==> src/rtl/clkdiv_pkg.sv <==
// Shared defaults, per-edge channel action encoding and the clk_out threshold rule
// for the clk_div_gen programmable divider.
package clkdiv_pkg;

  localparam int NCH_DEF     = 4;
  localparam int DIV_W_DEF   = 16;
  localparam int DEF_DIV_DEF = 1;

  // Action a channel takes on the coming clock edge, highest priority first.
  typedef enum logic [1:0] {
    CH_SYNC   = 2'd0,
    CH_OFF    = 2'd1,
    CH_RELOAD = 2'd2,
    CH_COUNT  = 2'd3
  } ch_op_e;

  // clk_out is high while the down-counter sits above half the divisor (DIV_W <= 32).
  function automatic logic [31:0] clk_thresh(input logic [31:0] d);
    return d >> 1;
  endfunction

endpackage

==> src/rtl/clkdiv_channel.sv <==
// One divider channel: down-counter, active divisor and a pending divisor that is
// only adopted at terminal count, while disabled, or on a phase-align request.
module clkdiv_channel
  import clkdiv_pkg::*;
#(
  parameter int DIV_W   = DIV_W_DEF,
  parameter int DEF_DIV = DEF_DIV_DEF
) (
  input  logic             clk,
  input  logic             rst,
  input  logic             en,
  input  logic             sync,
  input  logic             wr,
  input  logic [DIV_W-1:0] wr_div,
  output logic             pending,
  output logic             tick,
  output logic             clk_out
);

  ch_op_e           op;
  logic [DIV_W-1:0] cnt;
  logic [DIV_W-1:0] active;
  logic [DIV_W-1:0] pend_div;
  logic [DIV_W-1:0] reload_div;
  logic [DIV_W-1:0] cnt_nxt;
  logic [DIV_W-1:0] active_nxt;
  logic [DIV_W-1:0] thresh;
  logic             run;

  always_comb begin
    if (sync)            op = CH_SYNC;
    else if (!en)        op = CH_OFF;
    else if (cnt == '0)  op = CH_RELOAD;
    else                 op = CH_COUNT;
  end

  assign reload_div = pending ? pend_div : active;

  always_comb begin
    cnt_nxt    = '0;
    active_nxt = active;
    unique case (op)
      CH_SYNC, CH_OFF: active_nxt = reload_div;
      CH_RELOAD: begin
        cnt_nxt    = reload_div;
        active_nxt = reload_div;
      end
      CH_COUNT:        cnt_nxt = cnt - 1'b1;
      default: ;
    endcase
  end

  assign run    = (op == CH_RELOAD) || (op == CH_COUNT);
  assign thresh = DIV_W'(clk_thresh(32'(active_nxt)));

  always_ff @(posedge clk or posedge rst) begin
    if (rst) begin
      cnt      <= '0;
      active   <= DIV_W'(DEF_DIV);
      pend_div <= '0;
      pending  <= 1'b0;
      tick     <= 1'b0;
      clk_out  <= 1'b0;
    end else begin
      cnt     <= cnt_nxt;
      active  <= active_nxt;
      tick    <= (op == CH_RELOAD);
      clk_out <= run && (cnt_nxt > thresh);
      // A write landing on an apply edge stays pending: the apply used the old value.
      if (wr) begin
        pend_div <= wr_div;
        pending  <= 1'b1;
      end else if (op != CH_COUNT) begin
        pending  <= 1'b0;
      end
    end
  end

endmodule

==> src/rtl/clk_div_gen.sv <==
// Multi-channel programmable clock divider with glitch-free divisor updates.
// Optional CLKDIV_SYNC_EN adds the sync_all input for phase-aligning every channel.
module clk_div_gen
  import clkdiv_pkg::*;
#(
  parameter  int NCH     = NCH_DEF,
  parameter  int DIV_W   = DIV_W_DEF,
  parameter  int DEF_DIV = DEF_DIV_DEF,
  localparam int CH_W    = $clog2(NCH)
) (
  input  logic             clk,
  input  logic             rst,
  input  logic [NCH-1:0]   ch_en,
  input  logic             wr_en,
  input  logic [CH_W-1:0]  wr_ch,
  input  logic [DIV_W-1:0] wr_div,
`ifdef CLKDIV_SYNC_EN
  input  logic             sync_all,
`endif
  output logic             wr_ack,
  output logic             wr_err,
  output logic [NCH-1:0]   pending,
  output logic [NCH-1:0]   tick,
  output logic [NCH-1:0]   clk_out
);

  localparam logic [CH_W:0] NCH_L = (CH_W + 1)'(NCH);

  logic           wr_ok;
  logic [NCH-1:0] wr_sel;
  logic           sync_int;

`ifdef CLKDIV_SYNC_EN
  assign sync_int = sync_all;
`else
  assign sync_int = 1'b0;
`endif

  // Channel indices past NCH are representable when NCH is not a power of two.
  assign wr_ok = wr_en && ({1'b0, wr_ch} < NCH_L);

  always_comb begin
    wr_sel = '0;
    for (int i = 0; i < NCH; i++) begin
      wr_sel[i] = wr_ok && (wr_ch == CH_W'(i));
    end
  end

  always_ff @(posedge clk or posedge rst) begin
    if (rst) begin
      wr_ack <= 1'b0;
      wr_err <= 1'b0;
    end else begin
      wr_ack <= wr_ok;
      wr_err <= wr_en && !wr_ok;
    end
  end

  for (genvar g = 0; g < NCH; g++) begin : g_ch
    clkdiv_channel #(
      .DIV_W   (DIV_W),
      .DEF_DIV (DEF_DIV)
    ) u_ch (
      .clk     (clk),
      .rst     (rst),
      .en      (ch_en[g]),
      .sync    (sync_int),
      .wr      (wr_sel[g]),
      .wr_div  (wr_div),
      .pending (pending[g]),
      .tick    (tick[g]),
      .clk_out (clk_out[g])
    );
  end

endmodule

==> config.mk <==
export PLATFORM = sky130hd
export DESIGN_NAME = clk_div_gen
export DESIGN_NICKNAME = d
export VERILOG_FILES = /design/src/rtl/clkdiv_pkg.sv /design/src/rtl/clkdiv_channel.sv /design/src/rtl/clk_div_gen.sv
export SDC_FILE = /design/constraint.sdc
export NUM_CORES = 1
export LEC_CHECK = 0
export ABC_CLOCK_PERIOD_IN_PS = 9970
export BUFFER_PORTS_ARGS = -buffer_cell sky130_fd_sc_hd__buf_2
export CAP_MARGIN = 15
export CORE_MARGIN = 1.5
export CORE_UTILIZATION = 30
export CTS_CLUSTER_DIAMETER = 200
export CTS_CLUSTER_SIZE = 30
export DETAILED_ROUTE_END_ITERATION = 10
export PLACE_DENSITY_LB_ADDON = 0.3
export SKIP_LAST_GASP = 1
export SLEW_MARGIN = 20
export SYNTH_ARGS = -nofsm -noshare
export SYNTH_HDL_FRONTEND = slang
export SYNTH_SLANG_ARGS = --single-unit
export TNS_END_PERCENT = 1
==> constraint.sdc <==
create_clock -name clk -period 9.97 [get_ports clk]
set_clock_uncertainty 0.1 [all_clocks]
set_input_delay 1.4955 -clock clk [delete_from_list [all_inputs] [get_ports clk]]
set_output_delay 1.4955 -clock clk [all_outputs]
set_load 0.005 [all_outputs]
* After elaboration in Yosys (flattened, before gate mapping)
Cells that the tools add are included.
** Cells by class
- Eq/ne operators :: 19
- Order comparisons :: 4
- Reduce and logical (&&, ||, !) cells :: 29
- Muxes and demuxes :: 28
- Add/sub/neg operators :: 4
** Operators with widths (count)
- $mux W16 :: 8
- $pmux W16 S2 :: 4
- $gt A16 B15 Y1 :: 4
- $logic_not A16 Y1 :: 4
- $sub A16 B1 Y16 const B :: 4
- $eq A2 B2 Y1 const B :: 10
- $mux W1 :: 12
- $reduce_or A3 Y1 :: 4
- $eq A2 B1 Y1 const B :: 5
- $logic_not A2 Y1 :: 5
- $logic_and A1 B1 Y1 :: 8
- $mux W2 :: 4
- $ne A2 B2 Y1 const B :: 4
- $reduce_bool A2 Y1 :: 4
- $logic_or A1 B1 Y1 :: 4
** Word-level totals
- Input bits :: 25
- Output and inout port bits :: 14
- Bits in registers :: 205
- Logic and storage cells :: 113

* Logic depth before layout (Yosys ltp)
Gate-level depths: netlist of run 1.
- Depth after elaboration :: 8
- Gate-level depth with buffers :: 15
- Mapped depth without buffers :: 13

* Cells and area by module
Synthesis of run 1 repeated with hierarchy kept, for this count alone.
** Unflattened totals
- Cell total of the unflattened synthesis :: 1022
- Area total of the unflattened synthesis :: 11851.4 um2
** By module, submodules not included
- clkdiv_channel (g_ch[1].u_ch ...) :: cells an instance 256, area each 2970.3 um2, sequential area each 1277.5 um2, instances 2
- clkdiv_channel (g_ch[0].u_ch) :: cells an instance 249, area each 2920.3 um2, sequential area each 1277.5 um2, instances 1
- clkdiv_channel (g_ch[3].u_ch) :: cells an instance 253, area each 2912.8 um2, sequential area each 1277.5 um2, instances 1
- clk_div_gen :: cells an instance 8, area each 77.6 um2, sequential area each 25.0 um2, instances 1

* Least setup slack after synthesis of run 1
OpenSTA, ideal clock, no wires.
- Path kind :: input port to flip-flop
- From :: input ch_en[3]
- To :: register g_ch[3].u_ch.clk_out
- Setup time :: 118 ps
- Stages :: 9
- Arrival time :: 3534 ps
- Path slack :: 6218 ps
- Required time :: 9752 ps
- Buffers on the path :: 2
- Path through :: clkbuf_1 or2b_4 nand2_4 buf_2 mux2i_1 ha_1 a2111oi_0 o2111ai_1 a21o_1
** On the way
- Longest elaborated chain between the ends :: 6
- Elaborated cells between the ends (all ways) :: 11
- Those cells by class :: order compare (1); eq/ne (3); mux (3); reduce/logical (4)
** RTL lines
- start: declaration :: RTL line clk_div_gen.sv:13 : input logic [NCH-1:0] ch_en,
- $mux W2 * :: RTL line clkdiv_channel.sv:32 : else if (!en) op = CH_OFF;
- $eq A2 B1 Y1 (tied with other cells) :: RTL line clkdiv_channel.sv:42 : unique case (op)
- $reduce_or A3 Y1 (no line)
- $mux W16 :: RTL line clkdiv_channel.sv:42
- $gt A16 B15 Y1 :: RTL line clkdiv_channel.sv:68 : clk_out <= run && (cnt_nxt > thresh);
- $logic_and A1 B1 Y1 * :: RTL line clkdiv_channel.sv:68
- end signal: assignment :: RTL line clkdiv_channel.sv:68
- end: declaration :: RTL line clkdiv_channel.sv:17 : output logic clk_out
Every way passes the cells marked *; elsewhere a longest branch is shown, timed or not.
A chain may end at the register's enable or synchronous reset.

* Worst setup path after layout of run 1
- From :: register g_ch[2].u_ch.cnt[4]
- To :: register g_ch[2].u_ch.clk_out
** On the way
- Longest elaborated chain between the ends :: 8
- Elaborated cells between the ends (all ways) :: 14
- Those cells by class :: add/sub (1); order compare (1); eq/ne (3); mux (4); reduce/logical (5)
** RTL lines
- start: declaration :: RTL line clkdiv_channel.sv:21 : logic [DIV_W-1:0] cnt;
- start signal: assignment :: RTL line clkdiv_channel.sv:65 : cnt <= cnt_nxt;
- parallel branches: the longest is 7 deep, another holds $sub A16 B1 Y16
- $logic_and A1 B1 Y1 * :: RTL line clkdiv_channel.sv:68
- end signal: assignment :: RTL line clkdiv_channel.sv:68
- end: declaration :: RTL line clkdiv_channel.sv:17
Mark *: on every way between the ends.

==> run summary, run 1 <==
initial antenna violation count = 0
root buffer cell = clkbuf_16
Rows = 71
Post CTS Setup Buffer Count = 0
cells after synthesis = 987
post-synthesis sequential area ratio = 45.2%
HP Start = g_ch[3].u_ch.pend_div[10]
RSZ-0062 raised after global routing = false
Worst Hold Class = flop to flop
TritonCTS Buffers = 10
critical path peak fanout = 22
fin crit share = 46.3%
cts repair resizes = 0
Pleak = 5.70 nW
#FFs+latches synth = 205
largest net degree at the start of global routing = 130
filler cell count = 3882
r2r endpoint = g_ch[2].u_ch.clk_out
Buf/Inv on CP = 0
# setup viols final = 0
final net count = 1078
GP Congestion = 0.812
DRT iter0 DRCs = 329
I/O pins = 39
Clock H-tree levels = 1
CTS tree = yes
Port Buf Inserts = 37
Syn Area/Cell = 11.5 um^2
Initial Utilization = 30.3%
Final TNS setup = 0 ps
yosys warns = 0
die area = 0.0390 mm^2
CTS Buffer Depth = 3
CP Launch Type = flop
Non-Filler Instances = 1502
DRT Wirelength = 26600 um
WHS Path Cells = 1
asr flop ratio synth = 100%
Die Wd = 198 um
via-per-instance ratio = 5.02
status = complete, no violations
achievable clock frequency = 0.217 GHz
Post-CTS Hold Fix Bufs = 0
DPL Wire Length = 18400 um
Setup CP Type = flop to flop
DRT Pass-1 Iters = 4
WP data required = 10280 ps
Slew Viols, Final = 0
Die Ht = 198 um
diode count = 0
GRT Overall Usage = 14.0%
Post-Syn Nets = 1078
critical path's top delay family = simple AND/OR/NAND/NOR gates
Final Hold Fails = 0
Slew HR = 29.7%
antenna-violating nets left = 0
Post-synth EDFFs = 0
reg2reg start = g_ch[2].u_ch.cnt[4]
peak supply drop = 109 uV
CP endpoint kind = flop
Netlist cell types = 59
CP dominant cell by count = nand2_1
Critical Path Max Stage Delay = 700 ps
vias = 7540
DRC = 0
crit path DAT = 4920 ps
vias in the first global route = 7738
clk sink count = 205
PD cells = 288 mW/mm^2
minimum clock period = 4610 ps
worst-margin pin slew = 1050 ps
worst reg2reg path depth = 11
dominant synthesized flop cell = dfrtp_1
GRT overflow = 0
synthesized area = 0.0114 mm^2
drt wl/cell = 17.7 um
hold path endpoint = g_ch[3].u_ch.pend_div[10]
Worst-path clk slew = 120 ps
crit path cell chain = nor3_1 > nand4_1 > nand2_1 > nand2_1 > mux2i_1 > ha_1 > nand2_1 > nor3_1 > a21boi_0 > nor4_1 > o21bai_1
final worst hold slack = 415 ps
# Max-Cap Violations = 0
core area = 0.0375 mm^2
first-pass GRT wire length = 43100 um
worst-skew pair later-pin latency = 480 ps
placed cell count = 1486
worst slack, placed = 5340 ps
reg2reg setup slack = 5360 ps
Area Growth Syn to Fin = 8.00%
layout cells sized above 1 = 20.5%
final worst slack = 5360 ps
slowest CP cell = nand4_1
## power breakdown
group / switching (W) / internal [W]
Combinational: 0.000911 / 0.000788
Sequential: 0.000233 / 0.00112
Clock: 0.000277 / 0.000207
## per-layer routing
| layer | wire length, um | track usage, % | part of all wire, % | up-vias |
|---|---|---|---|---|
| met5 | 0 | 0 | 0 | - |
| met4 | 452 | 2.94 | 1.7 | 0 |
| met3 | 689 | 1.52 | 2.6 | 26 |
| li1 | - | - | - | 3639 |
| met1 | 12600 | 18.9 | 48 | 3793 |
| met2 | 12800 | 24.0 | 48 | 82 |
## how the worst max path moves through the flow
stage / from / end / slack, ps / depth (start not counted)
finish: g_ch[2].u_ch.cnt[4] / g_ch[2].u_ch.clk_out / 5360 / 11
global route: g_ch[2].u_ch.cnt[4] / g_ch[2].u_ch.clk_out / 4860 / 11
CTS: g_ch[2].u_ch.cnt[4] / g_ch[2].u_ch.clk_out / 5330 / 11
detailed placement: g_ch[2].u_ch.cnt[4] / g_ch[2].u_ch.clk_out / 5340 / 11
global placement: ch_en[2] / g_ch[2].u_ch.clk_out / 5490 / 10
floorplan: rst / g_ch[0].u_ch.active[10] / 2790 / 1
## worst reg2reg max path: cells and delay by family, from the launching register on
family,cells,cell delay [ps]
simple gates,7,3050
fa+ha+maj,1,340
flops,1,430
mux,1,290
compound gates,2,350
## synthesized netlist by cell type, types with 4 or more instances
master / number / area share [%]
nor2b_1: 16 / 0.88
buf_2: 6 / 0.26
nand3b_1: 4 / 0.26
and2_1: 5 / 0.28
nor3_1: 17 / 0.75
and3_1: 11 / 0.61
o21a_1: 7 / 0.46
ha_1: 66 / 7.3
nor2_1: 29 / 0.96
nor4_1: 20 / 1.1
clkbuf_1: 27 / 0.89
dfstp_2: 4 / 0.93
inv_1: 23 / 0.76
nand4_1: 18 / 0.99
mux2i_1: 91 / 8.0
or4_1: 7 / 0.46
a21o_1: 5 / 0.33
dfrtp_1: 201 / 44
a21oi_1: 26 / 1.1
o211ai_1: 5 / 0.33
buf_4: 13 / 0.86
a211o_1: 6 / 0.46
o211a_1: 13 / 1.1
o21ai_0: 26 / 1.1
a211oi_1: 21 / 1.4
buf_1: 7 / 0.23
mux2_2: 126 / 12
mux2_4: 8 / 1.1
nand3_1: 21 / 0.93
nand2_1: 55 / 1.8
o22ai_1: 13 / 0.72
nand2b_1: 4 / 0.22
xor2_1: 23 / 1.8
xnor2_1: 21 / 1.6
o31ai_1: 5 / 0.33
## final cells by class
type / count / area, um^2 / share of cell area, %
sequential: 205 / 5130 / 41.9
clock inverter: 1 / 7.51 / 0.0612
timing repair buffer: 42 / 223 / 1.82
multi-input combinational: 705 / 5870 / 47.9
tap: 511 / 639 / 5.21
inverter: 23 / 93.8 / 0.765
clock buffer: 15 / 290 / 2.37
## state kept, by name, summed over array words and instances (netlist names)
register            count
g_ch.u_ch.active       64
g_ch.u_ch.cnt          64
g_ch.u_ch.pend_div     64
g_ch.u_ch.clk_out       4
g_ch.u_ch.pending       4
g_ch.u_ch.tick          4
wr_ack                  1
## placed cells by master (no fill, tap or decap), types with 7 or more instances in the layout
cell / synthesis / final
a211oi_1: 21 / 21
a21oi_1: 26 / 26
and3_1: 11 / 11
buf_2: 6 / 37
clkbuf_16: 0 / 11
dfrtp_1: 201 / 201
ha_1: 66 / 66
inv_1: 23 / 22
mux2_2: 126 / 126
mux2_4: 8 / 8
mux2i_1: 91 / 91
nand2_1: 55 / 54
nand3_1: 21 / 21
nand4_1: 18 / 18
nor2_1: 29 / 29
nor2b_1: 16 / 16
nor3_1: 17 / 17
nor4_1: 20 / 20
o211a_1: 13 / 13
o21a_1: 7 / 7
o21ai_0: 26 / 26
o22ai_1: 13 / 13
or4_1: 7 / 7
xnor2_1: 21 / 21
xor2_1: 23 / 23
## per-stage QoR
stage / total power [W] / util [%] / instance area (um^2)
after floorplan: 0.00265 / - / 11400
after global placement: 0.00304 / 31.9 / 12000
after detailed placement: 0.00307 / 31.9 / 12000
after CTS: 0.00357 / 32.7 / 12300
after global routing: 0.00385 / 32.7 / 12300
final: 0.00353 / 32.7 / 12300
## kinds of logic after synthesis
| kind of cell | synth area share, % |
|---|---|
| adders and majority gates | 7.27 |
| xor gates and xnor gates | 3.39 |
| DFF | 45.2 |
| buffers and inverters | 3.11 |
| and+or+nand+nor | 10.7 |
| other | 0.0330 |
| muxes | 21.6 |
| AOI/OAI and AO/OA | 8.65 |
(Power assumes the default switching activity.)
==> run 2, diff against run 1 <==
--- a/config.mk
+++ b/config.mk
@@ -5,7 +5,7 @@
 export SDC_FILE = /design/constraint.sdc
 export NUM_CORES = 1
 export LEC_CHECK = 0
-export ABC_CLOCK_PERIOD_IN_PS = 9970
+export ABC_CLOCK_PERIOD_IN_PS = 4600
 export BUFFER_PORTS_ARGS = -buffer_cell sky130_fd_sc_hd__buf_2
 export CAP_MARGIN = 15
 export CORE_MARGIN = 1.5
==> constraint.sdc (replaced) <==
create_clock -name clk -period 4.6 [get_ports clk]
set_clock_uncertainty 0.1 [all_clocks]
set_input_delay 0.69 -clock clk [delete_from_list [all_inputs] [get_ports clk]]
set_output_delay 0.69 -clock clk [all_outputs]
set_load 0.005 [all_outputs]
==> run 2 against run 1 <==
Combinational power increased by 120%; clock-buffer cell count decreased by 2; via count fell by 0.52%; critical path depth increased by 1; final area increased by 0.72%; utilization rose by 0.24 points; worst hold slack got worse by 110 ps; sequential share of layout area decreased by 0.30 points; critical path type unchanged; critical endpoint is now g_ch[3].u_ch.clk_out; largest power group unchanged.
==> run summary, run 2 (synthesis gave the netlist of run 1 again) <==
slowest CP cell = or4b_1
most frequent cells in the layout = 201 x dfrtp_1, 126 x mux2_2, 91 x mux2i_1
reg2reg start = g_ch[3].u_ch.cnt[0]
CP endpoint kind = flop
Die Ht = 198 um
worst reg2reg path depth = 12
reg2reg setup slack = 770 ps
I/O pins = 39
achievable clock frequency = 0.261 GHz
GP Congestion = 0.834
antenna-violating nets left = 0
Die Wd = 198 um
initial antenna violation count = 0
critical path's top delay family = simple AND/OR/NAND/NOR gates
largest net degree at the start of global routing = 145
vias = 7501
DRT iter0 DRCs = 375
CP Depth = 12
Slew Viols, Final = 0
Final TNS setup = 0 ps
clk sink count = 205
die area = 0.0390 mm^2
DRT Pass-1 Iters = 6
timing endpoint of the critical path = g_ch[3].u_ch.clk_out
WP data required = 4890 ps
DRC = 0
Worst Setup SP = g_ch[3].u_ch.cnt[0]
peak supply drop = 223 uV
crit path cell chain = inv_1 > ha_1 > or4b_1 > nor3_1 > and2_1 > nand2_1 > and3_1 > ha_1 > nand4_1 > o41ai_1 > nor2_1 > a21o_1
Critical Path Max Stage Delay = 590 ps
worst-margin pin slew = 993 ps
r2r endpoint = g_ch[3].u_ch.clk_out
Top Registers = g_ch.u_ch.active x64, g_ch.u_ch.cnt x64, g_ch.u_ch.pend_div x64
Port Buf Inserts = 37
critical path peak fanout = 9
final net count = 1090
fin crit share = 83.3%
Final Hold Fails = 0
# Max-Cap Violations = 0
Buf/Inv on CP = 1
Clock H-tree levels = 1
CTS tree = yes
Rows = 71
Area Growth Syn to Fin = 8.78%
first-pass GRT wire length = 43100 um
worst-skew pair later-pin latency = 480 ps
vias in the first global route = 7588
via-per-instance ratio = 4.96
# setup viols final = 0
status = complete, no violations
core area = 0.0375 mm^2
Slew HR = 33.6%
diode count = 0
Post-CTS Hold Fix Bufs = 0
RSZ-0062 raised after global routing = false
cts repair resizes = 0
filler cell count = 3830
minimum clock period = 3830 ps
crit path DAT = 4130 ps
Initial Utilization = 30.3%
Pleak = 5.75 nW
Setup CP Type = flop to flop
CTS Buffer Depth = 3
Worst Hold Class = input pin to flop
DPL Wire Length = 18800 um
GRT overflow = 0
drt wl/cell = 17.6 um
layout cells sized above 1 = 21.4%
final worst hold slack = 305 ps
CP Launch Type = flop
DRT Wirelength = 26500 um
TritonCTS Buffers = 10
CP dominant cell by count = ha_1
leading cell type in the layout, fill and taps excluded = dfrtp_1
Worst-path clk slew = 120 ps
GRT Overall Usage = 13.9%
PD cells = 623 mW/mm^2
Post CTS Setup Buffer Count = 0
root buffer cell = clkbuf_16
## run 2: changes by cell type in the layout (fill, tap and decap cells not counted), sizes merged
cell,delta
clkbuf,-2
inv,-1
buf,+12
clkinvlp,+1
## run 2: worst register-to-register path, cell delays in order (launching register included)
cell and delay (ps):
dfrtp_1 430, inv_1 70, ha_1 180, or4b_1 590, nor3_1 550, and2_1 410
nand2_1 80, and3_1 210, ha_1 300, nand4_1 160, o41ai_1 410, nor2_1 70
a21o_1 180
## run 2: power breakdown
| part | internal, W | switching (W) | total, W |
|---|---|---|---|
| logic | 0.00176 | 0.00198 | 0.00373 |
| registers | 0.00242 | 0.000516 | 0.00293 |
| clock network | 0.000442 | 0.000588 | 0.00103 |
## run 2: cell type report
class	count	area (um^2)	share of cell area, %
clock buffer	13	283	2.29
clock inverter	1	7.51	0.0608
timing repair buffer	54	325	2.63
tap	511	639	5.18
inverter	23	90.1	0.729
multi-input combinational	705	5870	47.5
sequential	205	5130	41.6
## run 2: stage by stage
stage	utilization (%)	instance area, um^2	power [W]	instances	setup WS (ps)
floorplan	-	11400	0.00575	987	1110
global placement	32.2	12100	0.00667	1498	812
detailed placement	32.2	12100	0.00670	1498	737
CTS	32.9	12300	0.00777	1512	705
global route	32.9	12300	0.00840	1512	440
finish	32.9	12300	0.00770	1512	767
## run 2: worst min path at each step
stage                                   startpoint                       end  slack [ps]  cells past startpoint
after global placement    g_ch[0].u_ch.pend_div[5]  g_ch[0].u_ch.pend_div[5]         390                      1
after detailed placement  g_ch[2].u_ch.pend_div[7]  g_ch[2].u_ch.pend_div[7]         400                      1
after CTS                                    wr_en                    wr_ack         290                      1
final                                        wr_en                    wr_ack         310                      1
after floorplan            g_ch[2].u_ch.active[12]   g_ch[2].u_ch.active[12]         370                      2
after global routing                         wr_en                    wr_ack         290                      1
## run 2: routing by layer
layer / vias up / share of wire (%) / track usage, %
li1: 3648 / - / -
met1: 3747 / 52 / 20.5
met2: 76 / 44 / 21.7
met3: 30 / 2.4 / 1.54
met4: 0 / 1.7 / 3.22
met5: - / 0 / 0
==> run 3, diff against run 2 <==
--- a/config.mk
+++ b/config.mk
@@ -5,7 +5,8 @@
 export SDC_FILE = /design/constraint.sdc
 export NUM_CORES = 1
 export LEC_CHECK = 0
-export ABC_CLOCK_PERIOD_IN_PS = 4600
+export ABC_AREA = 1
+export ABC_CLOCK_PERIOD_IN_PS = 3660
 export BUFFER_PORTS_ARGS = -buffer_cell sky130_fd_sc_hd__buf_2
 export CAP_MARGIN = 15
 export CORE_MARGIN = 1.5
==> constraint.sdc (replaced) <==
create_clock -name clk -period 3.66 [get_ports clk]
set_clock_uncertainty 0.1 [all_clocks]
set_input_delay 0.549 -clock clk [delete_from_list [all_inputs] [get_ports clk]]
set_output_delay 0.549 -clock clk [all_outputs]
set_load 0.005 [all_outputs]
==> run 3 against run 2 <==
Die area rose by 2.8%; total power rose by 17%; utilization fell by 0.28 points; first-iteration DRC count rose by 40%; clock power rose by 28%; maximum frequency rose by 17%; highest routed layer unchanged.
==> run summary, run 3 <==
status = complete, no violations
NetSw = 0.00387 W
first-pass GRT wire length = 47300 um
Area Growth Syn to Fin = 7.85%
critical path peak fanout = 23
GP Congestion = 0.838
Die Ht = 200 um
Final TNS setup = 0 ps
Setup CP Type = flop to flop
largest net degree at the start of global routing = 97
xor/xnor share of the synthesized area = 1.28%
most frequent cells in the layout = 268 x nand2_1, 236 x inv_1, 201 x dfrtp_1
GRT overflow = 0
leading cell type in the layout, fill and taps excluded = nand2_1
DRT Pass-1 Iters = 6
antenna-violating nets left = 0
yosys warns = 0
fin crit share = 89.4%
Pwr Total = 0.00899 W
drt wl/cell = 14.3 um
synthesized area = 0.0117 mm^2
DPL Wire Length = 20700 um
multi-input logic area = 0.00524 mm^2
Rows = 72
DRT Wirelength = 28500 um
die area = 0.0401 mm^2
Post CTS Setup Buffer Count = 0
Worst-path clk slew = 120 ps
met3 global-route usage = 1.63%
crit path DAT = 3590 ps
DRC = 0
WP data required = 3980 ps
worst-skew pair later-pin latency = 480 ps
main combinational cell family by area after synthesis = simple AND/OR/NAND/NOR gates
root buffer cell = clkbuf_16
Port Buf Inserts = 37
synth top area cells = dfrtp_1 43%, nand2_1 8.6%, o21ai_0 8.3%
Netlist cell types = 41
vias in the first global route = 9184
power share of the clock group = 14.7%
cts repair resizes = 0
diode count = 0
Top Registers = g_ch.u_ch.active x64, g_ch.u_ch.cnt x64, g_ch.u_ch.pend_div x64
cell-internal power = 0.00511 W
# setup viols final = 0
GRT Overall Usage = 14.4%
crit path cell chain = inv_1 > ha_1 > inv_2 > nor2_4 > nand2_2 > nor2_4 > nand2_2 > nand2_4 > inv_2 > or2_2 > o21ai_1 > inv_1 > ha_1 > nand4_1 > nor2_1 > nand2_1 > nand3_1 > nand2_1 > nand2_1 > nand2_1 > nand2_1 > nand2_1 > nand2_1
worst-margin pin slew = 1050 ps
Initial Utilization = 30.3%
Worst Hold Class = input pin to asynchronous set/reset pin
asr flop ratio synth = 100%
Reg area = 0.00513 mm^2
Sequential Power Share = 37.2%
filler cell count = 4203
Buf/Inv on CP = 4
PD cells = 714 mW/mm^2
dominant synthesized flop cell = dfrtp_1
Comb pwr share = 48.1%
synthesized-area fraction occupied by adder cells = 7.07%
post-synthesis simple-gate area fraction = 21.2%
post-synthesis sequential area ratio = 44.0%
TritonCTS Buffers = 10
Critical Path Max Stage Delay = 400 ps
Post-CTS Hold Fix Bufs = 0
switching share of power = 43.1%
post-synthesis mux area share = 0.343%
# Max-Cap Violations = 0
post-synthesis compound-gate area fraction = 14.9%
critical path's top delay family = simple AND/OR/NAND/NOR gates
met1 Use GR = 20.0%
Post-synth EDFFs = 0
CTS Buffer Depth = 3
Clock H-tree levels = 1
cell taking the most area after synthesis = dfrtp_1
clk sink count = 205
Commonest cells post-synth = 268 x nand2_1, 237 x inv_1, 201 x dfrtp_1
I/O pins = 39
layout cells sized above 1 = 14.7%
via-per-instance ratio = 4.58
cells after synthesis = 1469
Slew Viols, Final = 0
CP endpoint kind = flop
Slew HR = 29.8%
Post-Syn Nets = 1560
slowest CP cell = dfrtp_1
layer carrying the most global-route usage = met2
core area = 0.0386 mm^2
minimum clock period = 3270 ps
Pleak = 6.34 nW
vias = 9125
achievable clock frequency = 0.306 GHz
CP dominant cell by count = nand2_1
final net count = 1564
cell with the most instances after synthesis = nand2_1
Syn Area/Cell = 7.95 um^2
RSZ-0062 raised after global routing = false
DRT iter0 DRCs = 525
Synth top area share = 43.1%
CTS tree = yes
initial antenna violation count = 0
Final Hold Fails = 0
CP Launch Type = flop
peak supply drop = 318 uV
Die Wd = 200 um
#FFs+latches synth = 205
GRT met2 Usage = 24.0%
run 3: cell count changes in the layout (fill, tap and decap cells not counted), sizes merged, moves of 21 or more:
| cell | change |
|---|---|
| a211oi | -21 |
| nand2 | +214 |
| mux2 | -134 |
| inv | +232 |
| nor2 | +79 |
| mux2i | -87 |
| o21ai | +211 |
| or2 | +98 |
run 3: through the flow:
step | setup slack (ps) | cell area (um^2) | hold WS, ps | util (%) | instances
2_1_floorplan | 356 | 11700 | 346 | - | 1469
3_3_place_gp | 362 | 12300 | 359 | 31.9 | 1979
3_5_place_dp | 346 | 12300 | 366 | 31.9 | 1979
4_1_cts | 296 | 12600 | 107 | 32.6 | 1994
5_1_grt | 30.4 | 12600 | 121 | 32.7 | 1994
6_report | 389 | 12600 | 78.3 | 32.7 | 1994
run 3: cells by family after synthesis:
logic type,count (synthesis)
xor+xnor,17
simple gates,550
buf+inv,314
compound gates,312
flops,205
fa+ha+maj,66
mux,4
other cells,1
run 3: routing by layer:
layer,share of wire [%],wire length (um),vias to the layer above
met4,1.5,427,0
met5,0,0,-
met2,46,13100,123
met3,3.0,843,28
met1,50,14200,4324
li1,-,-,4650
run 3: worst min-delay path: cells and delay by family:
family / cells / cell delay [ps]
buffers and inverters: 3 / 530
run 3: power groups by stage:
stage / Clock (W) / Sequential (W) / Combinational [W]
after floorplan: 0 / 0.00328 / 0.00345
after global placement: 0 / 0.00337 / 0.00427
after detailed placement: 0 / 0.00339 / 0.00433
after CTS: 0.00137 / 0.00334 / 0.00436
after global routing: 0.00144 / 0.00343 / 0.00506
final: 0.00132 / 0.00334 / 0.00432
run 3: worst paths after layout:
| path | endpoint | depth (start not counted) | slack (ps) | from |
|---|---|---|---|---|
| worst min-delay path | g_ch[1].u_ch.pend_div[5] | 3 | 80 | rst |
| min in group clk | wr_ack | 1 | 210 | wr_en |
| worst min register to register | g_ch[3].u_ch.pend_div[6] | 2 | 390 | g_ch[3].u_ch.pend_div[6] |
| worst max-delay path | g_ch[3].u_ch.clk_out | 23 | 390 | g_ch[3].u_ch.cnt[0] |
| worst max register to register | g_ch[3].u_ch.clk_out | 23 | 390 | g_ch[3].u_ch.cnt[0] |
| max in group asynchronous | g_ch[1].u_ch.active[4] | 3 | 2850 | rst |
run 3: final cells by class:
type / instances / share of cell area [%]
Inverter: 255 / 7.63
Multi-Input combinational cell: 950 / 41.6
Clock buffer: 14 / 2.28
Sequential cell: 205 / 40.8
Tap cell: 518 / 5.15
Clock inverter: 1 / 0.0596
Timing Repair Buffer: 51 / 2.50
